**src/rtl/percent_divider.sv**
```systemverilog
// percent_divider
// Restoring divider by repeated subtraction, one subtraction per cycle.
// A quotient q takes q+1 cycles after start: q subtractions plus the final
// compare that finds the remainder below the divisor.
// Ports:
//   clk, reset   system clock, synchronous active-high reset
//   start        load dividend/divisor and begin (restarts if already running)
//   dividend     DW-bit numerator
//   divisor      VW-bit denominator, must be non-zero
//   done         high during the last cycle of a division; quotient valid then
//   quotient     QW-bit result
module percent_divider #(
  parameter int DW = 14,
  parameter int VW = 8,
  parameter int QW = 7
) (
  input  logic          clk,
  input  logic          reset,
  input  logic          start,
  input  logic [DW-1:0] dividend,
  input  logic [VW-1:0] divisor,
  output logic          done,
  output logic [QW-1:0] quotient
);

  logic [DW-1:0] rem;
  logic [VW-1:0] dvs;
  logic [QW-1:0] q;
  logic          running;
  logic [DW-1:0] dvs_ext;

  assign dvs_ext  = {{(DW-VW){1'b0}}, dvs};
  assign done     = running && (rem < dvs_ext);
  assign quotient = q;

  always_ff @(posedge clk) begin
    if (reset) begin
      rem     <= '0;
      dvs     <= '0;
      q       <= '0;
      running <= 1'b0;
    end else if (start) begin
      rem     <= dividend;
      dvs     <= divisor;
      q       <= '0;
      running <= 1'b1;
    end else if (running) begin
      if (rem >= dvs_ext) begin
        rem <= rem - dvs_ext;
        q   <= q + QW'(1);
      end else begin
        running <= 1'b0;
      end
    end
  end

endmodule

```
**config.mk**
```make
export PLATFORM = sky130hd
export DESIGN_NAME = percent_divider
export DESIGN_NICKNAME = d
export VERILOG_FILES = /design/src/rtl/percent_divider.sv
export SDC_FILE = /design/constraint.sdc
export NUM_CORES = 1
export LEC_CHECK = 0
export ABC_AREA = 0
export CELL_PAD_IN_SITES_DETAIL_PLACEMENT = 0
export CELL_PAD_IN_SITES_GLOBAL_PLACEMENT = 1
export CORE_AREA = 3 3 101 55
export DETAILED_ROUTE_END_ITERATION = 10
export DIE_AREA = 0 0 104 58
export GPL_ROUTABILITY_DRIVEN = 0
export GPL_TIMING_DRIVEN = 0
export PLACE_DENSITY_LB_ADDON = 0.1
export SETUP_SLACK_MARGIN = 0.02
export SLEW_MARGIN = 20
export SYNTH_ARGS = -nofsm -noshare
export SYNTH_HDL_FRONTEND = slang
export SYNTH_SLANG_ARGS = --single-unit
```
**constraint.sdc**
```tcl
create_clock -name clk -period 2.85 [get_ports clk]
set_input_delay 0.4275 -clock clk [delete_from_list [all_inputs] [get_ports clk]]
set_output_delay 0.4275 -clock clk [all_outputs]
set_load 0.02 [all_outputs]
```
==> impl_metrics.tcl, run 1 <==
set metrics [dict create \
    worstSkewPairLatency_ns 0.28 \
    crit_fanout 4 \
    min_period_over_period_pct 91.37 \
    ys_ff_latch 30 \
    via_per_inst 4.913 \
    n_antenna_cell 0 \
    status "finished clean" \
    avgSynthCellArea_um2 8.416 \
    criticalPathCategory "reg2out" \
    drtIter0Drc 61 \
    power.leakage_nw 0.9295 \
    synth_largest_area_cell "dfxtp_1" \
    grt_pass1_vias 1478 \
    post_cts_buffers 0 \
    cap_violations 0 \
    rsz0062_at_grt "no" \
    yosysSeqAreaShare_pct 33.66 \
    drtAntennaViolNets 0 \
    place_area_um2 2182 \
    start_util_pct 37.37 \
    place_inst 313 \
    crit_chain "inv_1 > ha_1 > fa_1 > nor2b_1 > o211ai_1 > nand3_1 > nor4_1 > dlygate4sd2_1" \
    grt_antenna_before_repair 0 \
    cts_max_level 2 \
    slew_viol_final 0 \
    worst_pin_slew_ns 0.7034 \
    syn_area_um2 1784 \
    p_per_area_nw_per_um2 520.1 \
    dr.pass1.iters 4 \
    yosysMostFrequentCell "dfxtp_1" \
    setup_violations 0 \
    path_clk_slew_ns 0.07 \
    synth-edff-count 0 \
    numCtsBuffers 5 \
    required_ns 2.42 \
    nets 285 \
    root_buffer "clkbuf_8" \
    final_area_um2 2272 \
    dp_hpwl_um 3563 \
    synth_cell_type_count 44 \
    ys.flop_type "dfxtp_1" \
    critical-path-max-stage-delay_ns 0.37 \
    syn_to_final_growth_pct 27.35 \
    syn_nets 247 \
    layout-drive-gt1-share_pct 7.171 \
    die_width_um 104 \
    slowest_stage "fa_1" \
    startpoint_type "register" \
    crit_arrival_ns 2.18 \
    core_area_um2 4775 \
    hold_violations 0 \
    clock_path_buffers 2 \
    hp-class "reg2reg" \
    die-area_um2 6032 \
    postRouteWirelength_um 4613 \
    grt_usage_pct 16.16 \
    finalPower_mw 1.182 \
    relSlewSlack_pct 53.10 \
    synth_cells 212 \
    ir_worst_vdd_uv 160.0 \
    stdcell_count 321 \
    end_kind "primary output" \
    timing.setup.tns_ns 0 \
    grt_max_degree 11 \
    overflow 0 \
    cts.sinks 30 \
    async_reset_ff_share_pct 0 \
    die_height_um 58 \
    n_fill_cell 495 \
    cts_hold_buf 0 \
    synth_common_cells "dfxtp_1, nor2_1, inv_1, a21oi_1" \
    synth.top_cells.by_area "dfxtp_1, ha_1, nor2_1" \
    core.rowCount 18 \
    ys_warn_count 0 \
    finalClockSkew_ns 0.009546 \
    wire_per_inst_um 14.37 \
    max_clock_freq_ghz 0.3840 \
    port_buffers 31 \
    synth.top_cell.area_share_pct 33.66 \
    drc 0 \
    vias 1577 \
    grt_pass1_wl_um 7562 \
    finalCriticalPeriod_ns 2.604 \
    boundaryPins 33 \
    cts_tree "built" \
]
-- final cells by class --
type	count	area [µm²]	share of cell area [%]
multi-input combinational	154	1062	46.75
buffer	9	50.05	2.203
clock inverter	1	5.005	0.2203
tap	70	87.58	3.855
clock buffer	7	86.33	3.800
timing repair buffer	31	309.0	13.60
sequential	30	600.6	26.43
inverter	19	71.32	3.139
-- final timing paths --
kind	slack, ns	depth (start not counted)	end	from
worst max-delay path	0.25	8	done	rem[0]
worst max register to register	0.28	9	rem[6]	rem[0]
worst min register to register	0.50	2	dvs[2]	dvs[2]
worst min-delay path	0.50	2	dvs[2]	dvs[2]
-- power breakdown --
group | leakage (nW) | internal, mW | switching [mW] | total (mW)
clock | 0.0482 | 0.195 | 0.162 | 0.356
combinational | 0.634 | 0.164 | 0.192 | 0.355
sequential | 0.247 | 0.447 | 0.0226 | 0.470
total | 0.930 | 0.806 | 0.376 | 1.18
-- stage by stage --
step / setup slack [ns] / util (%) / hold WS (ns)
finish: 0.2460 / 47.59 / 0.4992
global route: 0.08337 / 47.59 / 0.5444
global placement: 0.2730 / 45.70 / 0.4777
CTS: 0.2025 / 47.59 / 0.5022
detailed placement: 0.2240 / 45.70 / 0.4851
floorplan: 0.6203 / - / 0.4604
-- sequential cells by signal, summed over array words and instances (netlist names) --
register and flops:
quotient 7, rem 14, dvs 8, running 1
-- routing by layer --
| metal | vias up | global-route usage (%) | routed length [µm] |
|---|---|---|---|
| li1 | 823 | - | - |
| met1 | 722 | 25.39 | 2711 |
| met2 | 27 | 21.61 | 1677 |
| met3 | 5 | 4.338 | 193 |
| met4 | 0 | 3.409 | 31 |
| met5 | - | 0 | 0 |
-- critical path: cells and delay by family, from the launching register on --
| kind | cells | cell delay [ns] |
|---|---|---|
| compound gates | 1 | 0.17 |
| fa+ha+maj | 2 | 0.59 |
| buf+inv | 2 | 0.36 |
| flops | 1 | 0.33 |
| simple gates | 3 | 0.44 |
-- logic make-up after synthesis --
family,after synthesis,synth area share (%)
simple gates,73,20.69
compound gates,48,19.14
flops,30,33.66
buf+inv,28,6.802
xor+xnor,13,6.382
mux,10,5.891
fa+ha+maj,10,7.434
-- repair_timing --
action / 4_1_cts / 5_1_grt
setup endpoints to repair: 1 / 0
resized for setup: 1 / 0
hold endpoints to repair: 0 / 0
-- layout by cell type (no fill, tap or decap), types with 5 or more instances in the layout --
cell type	instances
clkbuf_8	6
clkbuf_1	5
nor2b_1	6
nor3_1	8
xor2_1	10
a21oi_1	14
mux2i_1	9
clkdlybuf4s50_1	30
ha_1	9
o21a_1	7
o21ai_0	8
nor2_1	26
dfxtp_1	30
nand4_1	5
nand2_1	10
inv_1	19
Power figures use the tool's default switching activity.
==> run 2, diff against run 1 <==
CORE_AREA = 3 3 93 51   (was 3 3 101 55)
DIE_AREA = 0 0 96 54   (was 0 0 104 58)
DONT_BUFFER_PORTS = 1   (was unset)
==> impl_metrics.tcl, run 2 (synthesis results as in run 1) <==
set metrics [dict create \
    status "finished clean" \
    slowest_stage "a2111o_1" \
    relSlewSlack_pct 50.11 \
    power.leakage_nw 0.8123 \
    cts_max_level 2 \
    vias 1453 \
    hp-class "in2reg" \
    hold_violations 0 \
    place_ws_ns 0.3746 \
    finalCriticalPeriod_ns 2.489 \
    numCtsBuffers 5 \
    crit_arrival_ns 2.64 \
    port_buffers 0 \
    startpoint_type "register" \
    crit_chain "inv_1 > ha_1 > and4_1 > a2111o_1 > o31ai_4 > buf_6 > nor2_1 > a211oi_1 > nor3_1" \
    min_path_cells 1 \
    utilization_pct 50.32 \
    criticalPathCategory "reg2reg" \
    rsz0062_at_grt "no" \
    clock_path_buffers 2 \
    worstSkewPairLatency_ns 0.29 \
    min_from "reset" \
    grt_usage_pct 17.74 \
    critical-path-max-stage-delay_ns 0.45 \
    grt_pass1_vias 1434 \
    max_clock_freq_ghz 0.4017 \
    postRouteWirelength_um 4123 \
    worstReg2RegStart "dvs[4]" \
    grt_antenna_before_repair 0 \
    drc 0 \
    nets 254 \
    core_area_um2 3904 \
    dr.pass1.iters 4 \
    cap_violations 0 \
    worst_pin_slew_ns 0.7483 \
    cp.depth 9 \
    drtAntennaViolNets 0 \
    critical-path-top-delay-family "compound AO/OA/AOI/OAI gates" \
    die_width_um 96 \
    regMostFlops "rem" \
    grt_max_degree 11 \
    wire_per_inst_um 15.05 \
    dp_hpwl_um 3043 \
    worst-path-buf-inv 2 \
    n_antenna_cell 0 \
    layout-drive-gt1-share_pct 8.182 \
    fin_ws_ns 0.3607 \
    crit_fanout 10 \
    die-area_um2 5184 \
    root_buffer "clkbuf_8" \
    start_util_pct 45.71 \
    ir_worst_vdd_uv 297.1 \
    die_height_um 54 \
    place_inst 266 \
    end_kind "register" \
    p_per_area_nw_per_um2 615.1 \
    final_common_cell "dfxtp_1" \
    timing.setup.tns_ns 0 \
    slew_viol_final 0 \
    reg2reg_depth 9 \
    core.rowCount 16 \
    syn_to_final_growth_pct 10.10 \
    crit_start "dvs[4]" \
    cts_tree "built" \
    setup_violations 0 \
    layout.cells.most_common_list "dfxtp_1, nor2_1, inv_1" \
    grt_pass1_wl_um 6727 \
    path_clk_slew_ns 0.06 \
    min_period_over_period_pct 87.34 \
    via_per_inst 5.303 \
    drtIter0Drc 51 \
    stdcell_count 274 \
    largest_register_ffs 14 \
    n_fill_cell 411 \
    cts.sinks 30 \
    required_ns 3.00 \
    overflow 0 \
    boundaryPins 33 \
    finalClockSkew_ns 0.006383 \
]
-- run 2: report_power, final --
part	internal (mW)	switching, mW
logic	0.134	0.178
registers	0.448	0.0248
clock network	0.261	0.162
total	0.843	0.365
-- run 2: final cells by class --
type,instances,area [µm²],share of cell area [%]
inverter,19,71.32,3.631
multi-input combinational,154,1069,54.39
clock inverter,1,30.03,1.529
clock buffer,7,76.32,3.885
buffer,9,50.05,2.548
tap,54,67.56,3.439
sequential,30,600.6,30.57
-- run 2: worst paths after layout --
path	endpoint	slack, ns
worst min-delay path	rem[8]	0.20
worst max-delay path	rem[4]	0.36
worst max register to register	rem[4]	0.36
worst min register to register	dvs[3]	0.50
-- run 2: worst reg2reg max path: stages, from the launching register on --
cell	delay, ns
dfxtp_1	0.34
inv_1	0.05
ha_1	0.37
and4_1	0.25
a2111o_1	0.45
o31ai_4	0.35
buf_6	0.21
nor2_1	0.06
a211oi_1	0.21
nor3_1	0.07
-- run 2: metrics by stage --
stage / total power, mW / area [µm²] / hold slack, ns
after floorplan: 0.7286 / 1784 / 0.4604
after global placement: 0.7853 / 1852 / 0.4737
after detailed placement: 0.7877 / 1852 / 0.4913
after CTS: 1.220 / 1958 / 0.1961
after global routing: 1.285 / 1964 / 0.1951
final: 1.208 / 1964 / 0.2047
-- run 2: repair_timing --
| action | 4_1_cts | 5_1_grt |
|---|---|---|
| gates resized for setup | 0 | 1 |
| hold buffers | 0 | 0 |
| setup endpoints to repair | 0 | 1 |
| buffers inserted | 0 | 0 |
-- run 2: metal layers --
layer / global-route usage [%] / vias up / part of all wire (%)
met1: 23.19 / 656 / 53
met3: 6.145 / 5 / 5.5
met2: 27.54 / 30 / 40
met4: 5.660 / 0 / 1.1
li1: - / 762 / -
met5: 0 / - / 0
==> run 3, diff against run 2 <==
clock period = 2.75 ns   (was 2.85 ns; I/O delays follow)
==> results of run 3 <==
Same layout as run 2 (identical final DEF). Status: finished clean.
Among the figures that moved: setup slack after placement 0.3746 ns -> 0.2746 ns; setup slack after layout 0.3607 ns -> 0.2607 ns; hold slack 0.2047 ns -> 0.1897 ns; register-to-register setup slack 0.36 ns -> 0.26 ns; total power 1.208 mW -> 1.252 mW; worst IR drop on VDD 297.1 µV -> 307.9 µV
